==> config.mk <==
export PLATFORM = sky130hd
export DESIGN_NAME = mem_wb_skid_pipe
export DESIGN_NICKNAME = d
export VERILOG_FILES = /design/src/rtl/mem_wb_skid_pipe.sv
export SDC_FILE = /design/constraint.sdc
export NUM_CORES = 1
export LEC_CHECK = 0
export CAP_MARGIN = 10
export CORE_MARGIN = 3
export CORE_UTILIZATION = 40
export CTS_CLUSTER_DIAMETER = 200
export DETAILED_ROUTE_END_ITERATION = 10
export PLACE_DENSITY = 0.74
export SLEW_MARGIN = 20
export SYNTH_ARGS = -nofsm -noshare
export SYNTH_HDL_FRONTEND = slang
export SYNTH_SLANG_ARGS = --single-unit
export TNS_END_PERCENT = 100
==> constraint.sdc <==
create_clock -name clk -period 4.25 [get_ports clk]
set_input_delay 0.85 -clock clk [delete_from_list [all_inputs] [get_ports clk]]
set_output_delay 0.85 -clock clk [all_outputs]
set_load 0.05 [all_outputs]
==> src/rtl/mem_wb_skid_pipe.sv <==
// rtl/mem_wb_skid_pipe.sv - MEM->WB pipeline register with a 2-entry skid buffer, flush and retire counter
// Optional register-file forwarding taps are built when MEM_WB_BYPASS_EN is defined.
module mem_wb_skid_pipe #(
  parameter int DATA_WIDTH  = 24,
  parameter int DEST_WIDTH  = 4,
  parameter int COUNT_WIDTH = 16
) (
  input  logic                   clk,
  input  logic                   rst,
  input  logic                   flush,
  input  logic                   in_valid,
  output logic                   in_ready,
  input  logic                   writeback_enable,
  input  logic                   mem_read_enable,
  input  logic [DEST_WIDTH-1:0]  instruction_dest,
  input  logic [DATA_WIDTH-1:0]  mem_read_data,
  input  logic [DATA_WIDTH-1:0]  alu_result,
  output logic                   out_valid,
  input  logic                   out_ready,
  output logic                   writeback_enable_out,
  output logic [DEST_WIDTH-1:0]  instruction_dest_out,
  output logic [DATA_WIDTH-1:0]  writeback_data_out,
  output logic [COUNT_WIDTH-1:0] retire_count
`ifdef MEM_WB_BYPASS_EN
  ,
  input  logic [DEST_WIDTH-1:0]  fwd_src_reg,
  output logic                   fwd_hit,
  output logic [DATA_WIDTH-1:0]  fwd_data
`endif
);

  typedef enum logic [1:0] {EMPTY, HALF, FULL} state_t;

  state_t                state, state_next;
  logic                  head_wb, skid_wb;
  logic [DEST_WIDTH-1:0] head_dest, skid_dest;
  logic [DATA_WIDTH-1:0] head_data, skid_data;
  logic [DATA_WIDTH-1:0] in_data;
  logic                  accept, drain;
  logic                  load_head_in, load_head_skid, load_skid;

  // in_ready is a pure function of state so out_ready never reaches it combinationally.
  assign in_ready  = (state != FULL);
  assign out_valid = (state != EMPTY);
  assign accept    = in_valid & in_ready;
  assign drain     = out_valid & out_ready;
  assign in_data   = mem_read_enable ? mem_read_data : alu_result;

  always_comb begin
    state_next     = state;
    load_head_in   = 1'b0;
    load_head_skid = 1'b0;
    load_skid      = 1'b0;
    case (state)
      EMPTY: begin
        if (accept) begin
          state_next   = HALF;
          load_head_in = 1'b1;
        end
      end
      HALF: begin
        if (accept && drain) begin
          load_head_in = 1'b1;
        end else if (accept) begin
          state_next = FULL;
          load_skid  = 1'b1;
        end else if (drain) begin
          state_next = EMPTY;
        end
      end
      FULL: begin
        if (drain) begin
          state_next     = HALF;
          load_head_skid = 1'b1;
        end
      end
      default: state_next = EMPTY;
    endcase
  end

  always_ff @(posedge clk) begin
    if (rst) begin
      state        <= EMPTY;
      head_wb      <= 1'b0;
      head_dest    <= '0;
      head_data    <= '0;
      skid_wb      <= 1'b0;
      skid_dest    <= '0;
      skid_data    <= '0;
      retire_count <= '0;
    end else begin
      // A drain coinciding with flush still retires: WB already consumed it.
      if (drain && head_wb) retire_count <= retire_count + COUNT_WIDTH'(1);
      if (flush) begin
        state     <= EMPTY;
        head_wb   <= 1'b0;
        head_dest <= '0;
        head_data <= '0;
        skid_wb   <= 1'b0;
        skid_dest <= '0;
        skid_data <= '0;
      end else begin
        state <= state_next;
        if (load_head_in) begin
          head_wb   <= writeback_enable;
          head_dest <= instruction_dest;
          head_data <= in_data;
        end else if (load_head_skid) begin
          head_wb   <= skid_wb;
          head_dest <= skid_dest;
          head_data <= skid_data;
        end
        if (load_skid) begin
          skid_wb   <= writeback_enable;
          skid_dest <= instruction_dest;
          skid_data <= in_data;
        end
      end
    end
  end

  assign writeback_enable_out = out_valid & head_wb;
  assign instruction_dest_out = out_valid ? head_dest : '0;
  assign writeback_data_out   = out_valid ? head_data : '0;

`ifdef MEM_WB_BYPASS_EN
  logic skid_hit, head_hit;

  // The skid entry is younger than head, so it wins when both match.
  assign skid_hit = (state == FULL) && skid_wb && (skid_dest == fwd_src_reg) && (skid_dest != '0);
  assign head_hit = out_valid && head_wb && (head_dest == fwd_src_reg) && (head_dest != '0);
  assign fwd_hit  = skid_hit | head_hit;
  assign fwd_data = skid_hit ? skid_data : (head_hit ? head_data : '0);
`endif

endmodule

==> flow_metrics.env <==
export IMPL_status="complete, no violations"
export IMPL_ir_drop_v=0.0001752
export IMPL_dp_cells=606
export IMPL_post_dp_hpwl_um=6433
export IMPL_cts_buffer_depth=2
export IMPL_power_density_mw_per_mm2=302.9
export IMPL_cts_buffers_inserted=9
export IMPL_rows=33
export IMPL_grt_usage_pct=17.95
export IMPL_synth_compound_area_share_pct=20.06
export IMPL_numPortBuffers=105
export IMPL_drcViolationCount=0
export IMPL_min_period_over_period_pct=77.87
export IMPL_cts_resized=0
export IMPL_top_level_ports=106
export IMPL_cts_sinks=76
export IMPL_syn_area_sq_mm=0.003556
export IMPL_ys_warn_count=0
export IMPL_synthSimpleGateAreaFrac_pct=22.80
export IMPL_routed_via_density=5.331
export IMPL_synthMuxAreaShare_pct=6.756
export IMPL_initial_core_util_pct=42.22
export IMPL_max_freq_mhz=302.2
export IMPL_fin_crit_ps=3310
export IMPL_fin_cells=622
export IMPL_grt_max_degree=61
export IMPL_die_w_um=100.3
export IMPL_firstDrtPassIters=4
export IMPL_power_mw=1.467
export IMPL_syn_num_nets=489
export IMPL_coreArea_sq_mm=0.008423
export IMPL_area_growth_pct=36.21
export IMPL_cp_max_fo=16
export IMPL_syn_area_per_cell_sq_um=8.289
export IMPL_hold_ws_ps=446.4
export IMPL_root_buffer="clkbuf_8"
export IMPL_fin_util_pct=57.50
export IMPL_grt_pass1_vias=3136
export IMPL_num_antenna_cells=0
export IMPL_cts_setup_buffers=0
export IMPL_grt_pass1_wl_um=14810
export IMPL_endpoint_kind="output port"
export IMPL_cts_hold_buffers=0
export IMPL_yosysSeqAreaShare_pct=42.79
export IMPL_globalRouteOverflowTotal=0
export IMPL_vias=3316
export IMPL_critPathLaunch="state[1]$_SDFFE_PP0P_"
export IMPL_hold_path_startpoint="head_data[23]$_SDFFE_PP0P_"
export IMPL_critical_path_class="register to output port"
export IMPL_rsz0062_at_grt="false"
export IMPL_synth_xor_area_share_pct=2.217
export IMPL_synth_top_family_by_area="simple AND/OR/NAND/NOR gates"
export IMPL_clock_skew_ps=10.11
export IMPL_syn_instance_count=429
export IMPL_fillers=775
export IMPL_htree_levels=3
export IMPL_worst_setup_path_start_kind="register"
export IMPL_wl_per_cell_um=14.45
export IMPL_insertion_delay_ps=350
export IMPL_synth_cell_types=33
export IMPL_synth_seq_cells=76
export IMPL_layout_nets=572
export IMPL_cp_arrival_ps=2460
export IMPL_synth_adder_area_share_pct=0.3519
export IMPL_gp_congestion=0.7352
export IMPL_cts_tree="yes"
export IMPL_ant_nets=0
export IMPL_cts_reportedPaths_clkPinSlew_ps=70
export IMPL_setup_viol=0
export IMPL_die_h_um=100.3
export IMPL_cap_violations=0
export IMPL_r2r_start="state[0]$_SDFFE_PP0P_"
export IMPL_antenna_found_initial=0
export IMPL_finalSetupTns_ps=0
export IMPL_slew_violations=0
export IMPL_hold_path_class="register to register"
export IMPL_wl_um=8987
export IMPL_required_ps=3400
export IMPL_finalHoldViolCount=0
export IMPL_relSlewSlack_pct=26.10
export IMPL_p_leak_nw=1.596
export IMPL_layout_drive_gt1_share_pct=5.803
export IMPL_worst_pin_slew_ps=1106
export IMPL_die_area_sq_mm=0.01006
export IMPL_drt_initial_drc_count=221
-- layout by cell type, fill, tap and decap left out, types with 4 or more instances in the layout --
cell type	synthesis	routed
nor2_1	37	34
nand3_1	29	29
o21ai_0	4	4
clkbuf_8	0	10
clkdlybuf4s50_1	0	105
dfxtp_1	76	76
o221ai_1	5	5
nand4_1	4	4
nor2b_1	30	29
buf_4	0	7
xor2_1	6	6
o211ai_1	24	24
nand2_1	50	50
mux2i_1	24	24
a21oi_1	43	43
a211oi_1	25	25
-- sequential cells by signal, indices dropped and copies added, names as in the netlist --
name	cells
skid_wb	1
skid_dest	4
head_dest	4
retire_count	16
state	2
head_data	24
head_wb	1
skid_data	24
-- metal layers --
metal / GRT usage, % / share of wire (%) / up-vias
met2: 29.31 / 49 / 103
li1: - / - / 1683
met3: 4.864 / 6.3 / 7
met1: 23.59 / 44 / 1523
met5: 0 / 0 / -
met4: 4.456 / 0.80 / 0
-- cell usage after synthesis --
| cell | number | area share (%) |
|---|---|---|
| dfxtp_1 | 76 | 43 |
| nand2_1 | 50 | 5.3 |
| a21oi_1 | 43 | 6.1 |
| nor2_1 | 37 | 3.9 |
| nor2b_1 | 30 | 5.3 |
| nand3_1 | 29 | 4.1 |
| clkbuf_1 | 26 | 2.7 |
| a211oi_1 | 25 | 5.3 |
| mux2i_1 | 24 | 6.8 |
| o211ai_1 | 24 | 5.1 |
| buf_2 | 14 | 2.0 |
| xor2_1 | 6 | 1.5 |
| o221ai_1 | 5 | 1.2 |
| nand4_1 | 4 | 0.70 |
| o21ai_0 | 4 | 0.56 |
| inv_1 | 3 | 0.32 |
| nand2b_1 | 3 | 0.53 |
| o31ai_1 | 3 | 0.63 |
| or3_1 | 3 | 0.53 |
| or4_1 | 3 | 0.63 |
| xnor2_1 | 3 | 0.74 |
| and4_1 | 2 | 0.49 |
| nor4_1 | 2 | 0.35 |
| a21boi_1 | 1 | 0.21 |
| and2b_2 | 1 | 0.25 |
| and3_1 | 1 | 0.18 |
| ha_1 | 1 | 0.35 |
| nand3b_1 | 1 | 0.21 |
| o211a_1 | 1 | 0.28 |
| o211ai_4 | 1 | 0.60 |
| o21ai_1 | 1 | 0.14 |
| or2_2 | 1 | 0.18 |
| or3_2 | 1 | 0.21 |
-- worst max-delay path, cell delays in order (launching register included) --
cell,delay [ps]
dfxtp_1,420
nor2_2,570
buf_4,330
nor2b_1,80
clkdlybuf4s50_1,710
-- where the power goes --
part / switching [mW] / leakage (nW) / internal (mW)
clock network: 0.252 / 0.0938 / 0.289
registers: 0.00728 / 0.614 / 0.723
logic: 0.102 / 0.888 / 0.0925
-- final timing paths --
path | end | slack (ps) | cells past startpoint
max | writeback_data_out[22] | 940 | 4
min | head_data[23]$_SDFFE_PP0P_ | 450 | 2
max reg2reg | skid_data[5]$_SDFFE_PP0P_ | 1930 | 4
min reg2reg | head_data[23]$_SDFFE_PP0P_ | 450 | 2
-- area by class of cell --
cell class | instances | area, sq um | area share (%)
clock buffers | 13 | 148.9 | 3.074
clock inverters | 3 | 46.29 | 0.9558
inverters | 3 | 11.26 | 0.2325
multi-input cells | 310 | 1881 | 38.83
flip-flops and latches | 76 | 1521 | 31.41
well taps | 105 | 131.4 | 2.712
repair buffers | 112 | 1104 | 22.78
-- through the flow --
stage	area, sq um	worst slack, ps
final	4843	940.4
after global routing	4843	825.5
after CTS	4841	931.6
after detailed placement	4646	963.4
after global placement	4646	1050
after floorplan	3556	1948
-- kinds of logic (layout without fill, tap and decap cells) --
family | Yosys count | count (layout)
simple gates | 168 | 168
compound gates | 108 | 108
flops | 76 | 76
buf+inv | 43 | 131
mux | 24 | 24
xor+xnor | 9 | 9
fa+ha+maj | 1 | 1
Note: power is estimated with default switching activity, not from simulation.
